==> src/rtl/des_round_ctrl.sv <==
// Sequencing FSM for an iterative DES datapath: IP/key load, NUM_ROUNDS Feistel rounds, FP capture, result hold.
// Define DES_ROUND_STALL_EN to add the round_stall input that freezes round progress.
module des_round_ctrl #(
  parameter int NUM_ROUNDS   = 16,
  parameter int ROUND_CYCLES = 1
) (
  input  logic       clk,
  input  logic       rst,
  input  logic       start_valid,
  output logic       start_ready,
  input  logic       decrypt,
`ifdef DES_ROUND_STALL_EN
  input  logic       round_stall,
`endif
  output logic       ip_load,
  output logic       key_load,
  output logic       round_en,
  output logic [4:0] round_num,
  output logic [1:0] key_shift,
  output logic       key_dir,
  output logic       fp_load,
  output logic       out_valid,
  input  logic       out_ready,
  output logic       busy
);

  typedef enum logic [2:0] {S_IDLE, S_LOAD, S_ROUND, S_FINAL, S_DONE} state_t;

  localparam logic [4:0] LAST_ROUND = 5'(NUM_ROUNDS);
  localparam logic [2:0] LAST_SUB   = 3'(ROUND_CYCLES - 1);

  state_t     state_q, state_d;
  logic       mode_q, mode_d;
  logic [4:0] round_q, round_d;
  logic [2:0] sub_q, sub_d;
  logic       stall;
  logic       last_sub;

`ifdef DES_ROUND_STALL_EN
  assign stall = round_stall;
`else
  assign stall = 1'b0;
`endif

  assign last_sub = (sub_q == LAST_SUB) && !stall;

  // Decrypt runs the schedule backwards: round 1 reuses the untouched PC-1 key.
  function automatic logic [1:0] shift_amt(input logic [4:0] rnd, input logic dir);
    case (rnd)
      5'd1:               shift_amt = dir ? 2'd0 : 2'd1;
      5'd2, 5'd9, 5'd16:  shift_amt = 2'd1;
      default:            shift_amt = 2'd2;
    endcase
  endfunction

  always_ff @(posedge clk) begin
    if (rst) begin
      state_q <= S_IDLE;
      mode_q  <= 1'b0;
      round_q <= 5'd0;
      sub_q   <= 3'd0;
    end else begin
      state_q <= state_d;
      mode_q  <= mode_d;
      round_q <= round_d;
      sub_q   <= sub_d;
    end
  end

  always_comb begin
    state_d = state_q;
    mode_d  = mode_q;
    round_d = round_q;
    sub_d   = sub_q;
    unique case (state_q)
      S_IDLE: begin
        if (start_valid) begin
          mode_d  = decrypt;
          state_d = S_LOAD;
        end
      end
      S_LOAD: begin
        round_d = 5'd1;
        sub_d   = 3'd0;
        state_d = S_ROUND;
      end
      S_ROUND: begin
        if (!stall) begin
          if (sub_q == LAST_SUB) begin
            sub_d = 3'd0;
            if (round_q == LAST_ROUND) begin
              round_d = 5'd0;
              state_d = S_FINAL;
            end else begin
              round_d = round_q + 5'd1;
            end
          end else begin
            sub_d = sub_q + 3'd1;
          end
        end
      end
      S_FINAL: state_d = S_DONE;
      S_DONE: begin
        if (out_ready) state_d = S_IDLE;
      end
      default: state_d = S_IDLE;
    endcase
  end

  always_comb begin
    start_ready = (state_q == S_IDLE);
    ip_load     = (state_q == S_LOAD);
    key_load    = (state_q == S_LOAD);
    round_en    = (state_q == S_ROUND) && last_sub;
    round_num   = (state_q == S_ROUND) ? round_q : 5'd0;
    key_shift   = round_en ? shift_amt(round_q, mode_q) : 2'd0;
    key_dir     = round_en && mode_q;
    fp_load     = (state_q == S_FINAL);
    out_valid   = (state_q == S_DONE);
    busy        = (state_q != S_IDLE);
  end

endmodule

==> config.mk <==
export PLATFORM = sky130hd
export DESIGN_NAME = des_round_ctrl
export DESIGN_NICKNAME = d
export VERILOG_FILES = /design/src/rtl/des_round_ctrl.sv
export SDC_FILE = /design/constraint.sdc
export NUM_CORES = 1
export LEC_CHECK = 0
export BUFFER_PORTS_ARGS = -buffer_cell sky130_fd_sc_hd__buf_2
export CAP_MARGIN = 20
export CORE_MARGIN = 5
export CORE_UTILIZATION = 40
export CTS_CLUSTER_SIZE = 24
export DETAILED_ROUTE_END_ITERATION = 12
export SLEW_MARGIN = 20
export SYNTH_ARGS = -nofsm -noshare
export SYNTH_HDL_FRONTEND = slang
export SYNTH_SLANG_ARGS = --single-unit
==> constraint.sdc <==
create_clock -name clk -period 2 [get_ports clk]
set_input_delay 0.1 -clock clk [delete_from_list [all_inputs] [get_ports clk]]
set_output_delay 0.1 -clock clk [all_outputs]
set_load 0.01 [all_outputs]
==> impl_summary.log <==
[metrics] TritonCTS clock tree: yes
[metrics] via count of the first global-routing pass: 662
[metrics] Final HPWL DP: 1.303 mm
[metrics] detailed-route wire length per cell: roughly 11 um
[metrics] proportion of total power due to net switching: 29.62%
[metrics] proportion of power drawn by flip-flops and latches: 50.8%
[metrics] Clk pwr share: 29.5%
[metrics] Multi-input gate area: 516.7 um2
[metrics] maximum fanout count along the critical path: 5
[metrics] Die Outline Area: just over 3000 um2
[metrics] most frequent cells in the layout: sky130_fd_sc_hd__buf_2, sky130_fd_sc_hd__nor2_1, sky130_fd_sc_hd__dfxtp_1
[metrics] Detailed Routing Iterations Pass 1: 4
[metrics] actual slew at the worst max-slew pin: ~0.39 ns
[metrics] number of fill cells: 206
[metrics] YS warnings: 0
[metrics] global routing usage summed across all routing layers: between 10% and 20%
[metrics] worst-case headroom to the max-slew limit: 74.05%
[metrics] Placeable Area: 1982 um2
[metrics] PortBufs: 19
[metrics] Placed Cells: 144
[metrics] fin. max-slew vios: 0
[metrics] via count of the routed design: 731
[metrics] DP Worst Slack: 0.4506 ns
[metrics] Die X-Extent: 55.64 um
[metrics] Synth Register Bits: 12
[metrics] total power per unit cell area: roughly 540 nW/um2
[metrics] Syn Nets: 116
[metrics] Setup CP Type: flop to primary output
[metrics] Mapped Area: 833.3 um2
[metrics] critical path startpoint category: flop
[metrics] setup TNS after final layout: 0 ns
[metrics] Period minus WS final: 1.839 ns
[metrics] mean area per synthesized cell: approximately 7.9 um2
[metrics] Remaining DRCs: 0
[metrics] worst ir drop on vdd: approximately 0.0003 V
[metrics] count of final setup violators: 0
[metrics] number of cells on the worst reg-to-reg path: 4
[metrics] number of cells on the worst hold path: 3
[metrics] clock edge transition at the registers on the reported setup and hold paths: 0.08 ns
[metrics] fin crit share: about nine tenths
[metrics] vertical die dimension: 55.64 um
[metrics] Reg area: 240.2 um2
[metrics] Pint: 0.0003581 W
[metrics] number of sinks driven by the clock tree: 12
[metrics] number of top-level design ports: 20
[metrics] share of the yosys chip area belonging to registers: 28.83%
[metrics] number of instances resized during post-cts repair: 0
[metrics] later-pin clock latency in the skew report: 0.27 ns
[metrics] antenna violations before repair: 0
[metrics] root buffer selected by CTS: sky130_fd_sc_hd__clkbuf_4
[metrics] number of distinct library cells after synthesis: 33
[metrics] final hold viol count: 0
[metrics] worst-case clock skew: 0.002949 ns
[metrics] area growth from synthesis to layout: 12.61%
[metrics] run status: complete, no violations
[metrics] clock buffer depth: 2
[metrics] Arr. time, crit path: 1.74 ns
[metrics] wire length of the first global-routing pass: 2.939 mm
[metrics] diode count: 0
[metrics] H-Tree Level Count: 1
[metrics] worst hold-check slack: 0.07310 ns
[metrics] Core Rows: 16
[metrics] most common cell after layout, fill and taps aside: sky130_fd_sc_hd__buf_2
[metrics] Min-Delay Path Class: input port to flop
[metrics] net count reported at finish: 133
[metrics] number of buffers created by CTS: 3
[metrics] Post-CTS Hold Buffers: 0
[metrics] final std cells w/o fill: 147
[metrics] Net Sw Power: 0.0001507 W
[metrics] final RePlAce weighted congestion: 0.8277
[metrics] initial cell density of the core: 42.05%
[metrics] final wirelength: 1.677 mm
[metrics] post-layout total power: around 0.0005 W
[metrics] setup repair after global routing missed its margin: false
[metrics] Fmax achieved: 0.5439 GHz
[metrics] post-detailed-route via-to-cell ratio: 4.973
[metrics] aggregate global routing overflow: 0
[metrics] largest net degree at the start of global routing: 15
[metrics] number of instances in the synthesized netlist: 105
[metrics] max-capacitance violation count: 0
[metrics] LEAKAGE: 0.4147 nW
[metrics] logic gate share of total power: about 20%
[metrics] final worst slack: 0.1614 ns
[metrics] post-CTS setup buffer count: 0
[metrics] share of final-layout standard cells stronger than drive strength 1: 22.50%
[metrics] DRC marker count from the first detailed-route iteration: 14
[metrics] Final ANT Viol Nets: 0
[metrics] Worst EP required: roughly 1.9 ns
[metrics] critical path endpoint category: primary output
## final timing paths
kind | start | end | slack (ns)
min reg2reg | mode_q | mode_q | 0.48
max | round_q[0] | key_shift[0] | 0.16
max reg2reg | state_q[1] | round_q[2] | 0.43
min | decrypt | mode_q | 0.07
## routing by layer
layer	track usage, %	share of wire [%]
met5	0	0
met4	6.250	0.60
met3	2.552	4.9
met2	16.89	42
met1	15.64	52
## critical path, cell delays in order, from the launching register on
cell and delay, ns:
sky130_fd_sc_hd__dfxtp_1 0.40, sky130_fd_sc_hd__inv_1 0.12, sky130_fd_sc_hd__ha_1 0.20, sky130_fd_sc_hd__nor2b_1 0.12, sky130_fd_sc_hd__a211oi_1 0.21, sky130_fd_sc_hd__a211oi_1 0.09
sky130_fd_sc_hd__o21a_1 0.20, sky130_fd_sc_hd__buf_2 0.13
## power by group through the flow
stage | clock network, W | logic (W) | registers, W
finish | 0.000150 | 0.000100 | 0.000259
global placement | 0 | 0.0000997 | 0.000264
floorplan | 0 | 0.0000847 | 0.000256
detailed placement | 0 | 0.000101 | 0.000264
global route | 0.000162 | 0.000112 | 0.000261
CTS | 0.000155 | 0.000102 | 0.000258
## Yosys cell counts, drive strengths merged
library cell / count / area [um2]
nor2b: 3 / 18.77
a211oi: 3 / 22.52
o21a: 1 / 7.510
nand2: 3 / 11.26
ha: 6 / 75.07
nand4bb: 1 / 11.26
nand4b: 1 / 8.760
nor3: 4 / 20.02
a31oi: 1 / 6.260
o31ai: 1 / 7.510
nor2: 14 / 68.82
buf: 5 / 42.53
and2: 4 / 25.02
a21o: 2 / 15.01
or3b: 1 / 8.760
nand3: 7 / 35.03
and4bb: 1 / 12.51
inv: 6 / 22.52
nor3b: 3 / 27.52
nand2b: 5 / 31.28
clkbuf: 3 / 11.26
o21ai: 5 / 25.02
a22oi: 1 / 7.510
dfxtp: 12 / 240.2
and3: 1 / 6.260
nor4: 2 / 12.51
and3b: 1 / 8.760
a21oi: 8 / 43.79
## sequential cells by signal (all words and copies together) (netlist names)
signal,cells
mode_q,1
state_q,3
sub_q,3
round_q,5
## final cells by class
cell class	count	share of cell area, %
multi-input combinational	79	55.07
sequential	12	25.60
timing repair buffer	20	10.93
tap	27	3.600
clock buffer	3	2.400
inverter	6	2.400
## logic make-up (layout without fill, tap and decap cells)
family                     Yosys count  count (layout)  synth area share, %
buffers and inverters               14              29                9.158
DFF                                 12              12                28.83
AOI/OAI and AO/OA                   22              22                16.22
adders and majority gates            6               6                9.009
and+or+nand+nor                     51              51                36.79
## per-stage QoR
step / cell area, um2 / utilization (%)
floorplan: 833.3 / -
global placement: 915.9 / 46.21
detailed placement: 915.9 / 46.21
CTS: 938.4 / 47.35
global route: 938.4 / 47.35
finish: 938.4 / 47.35
No activity file was read; power rests on OpenSTA's default activity.
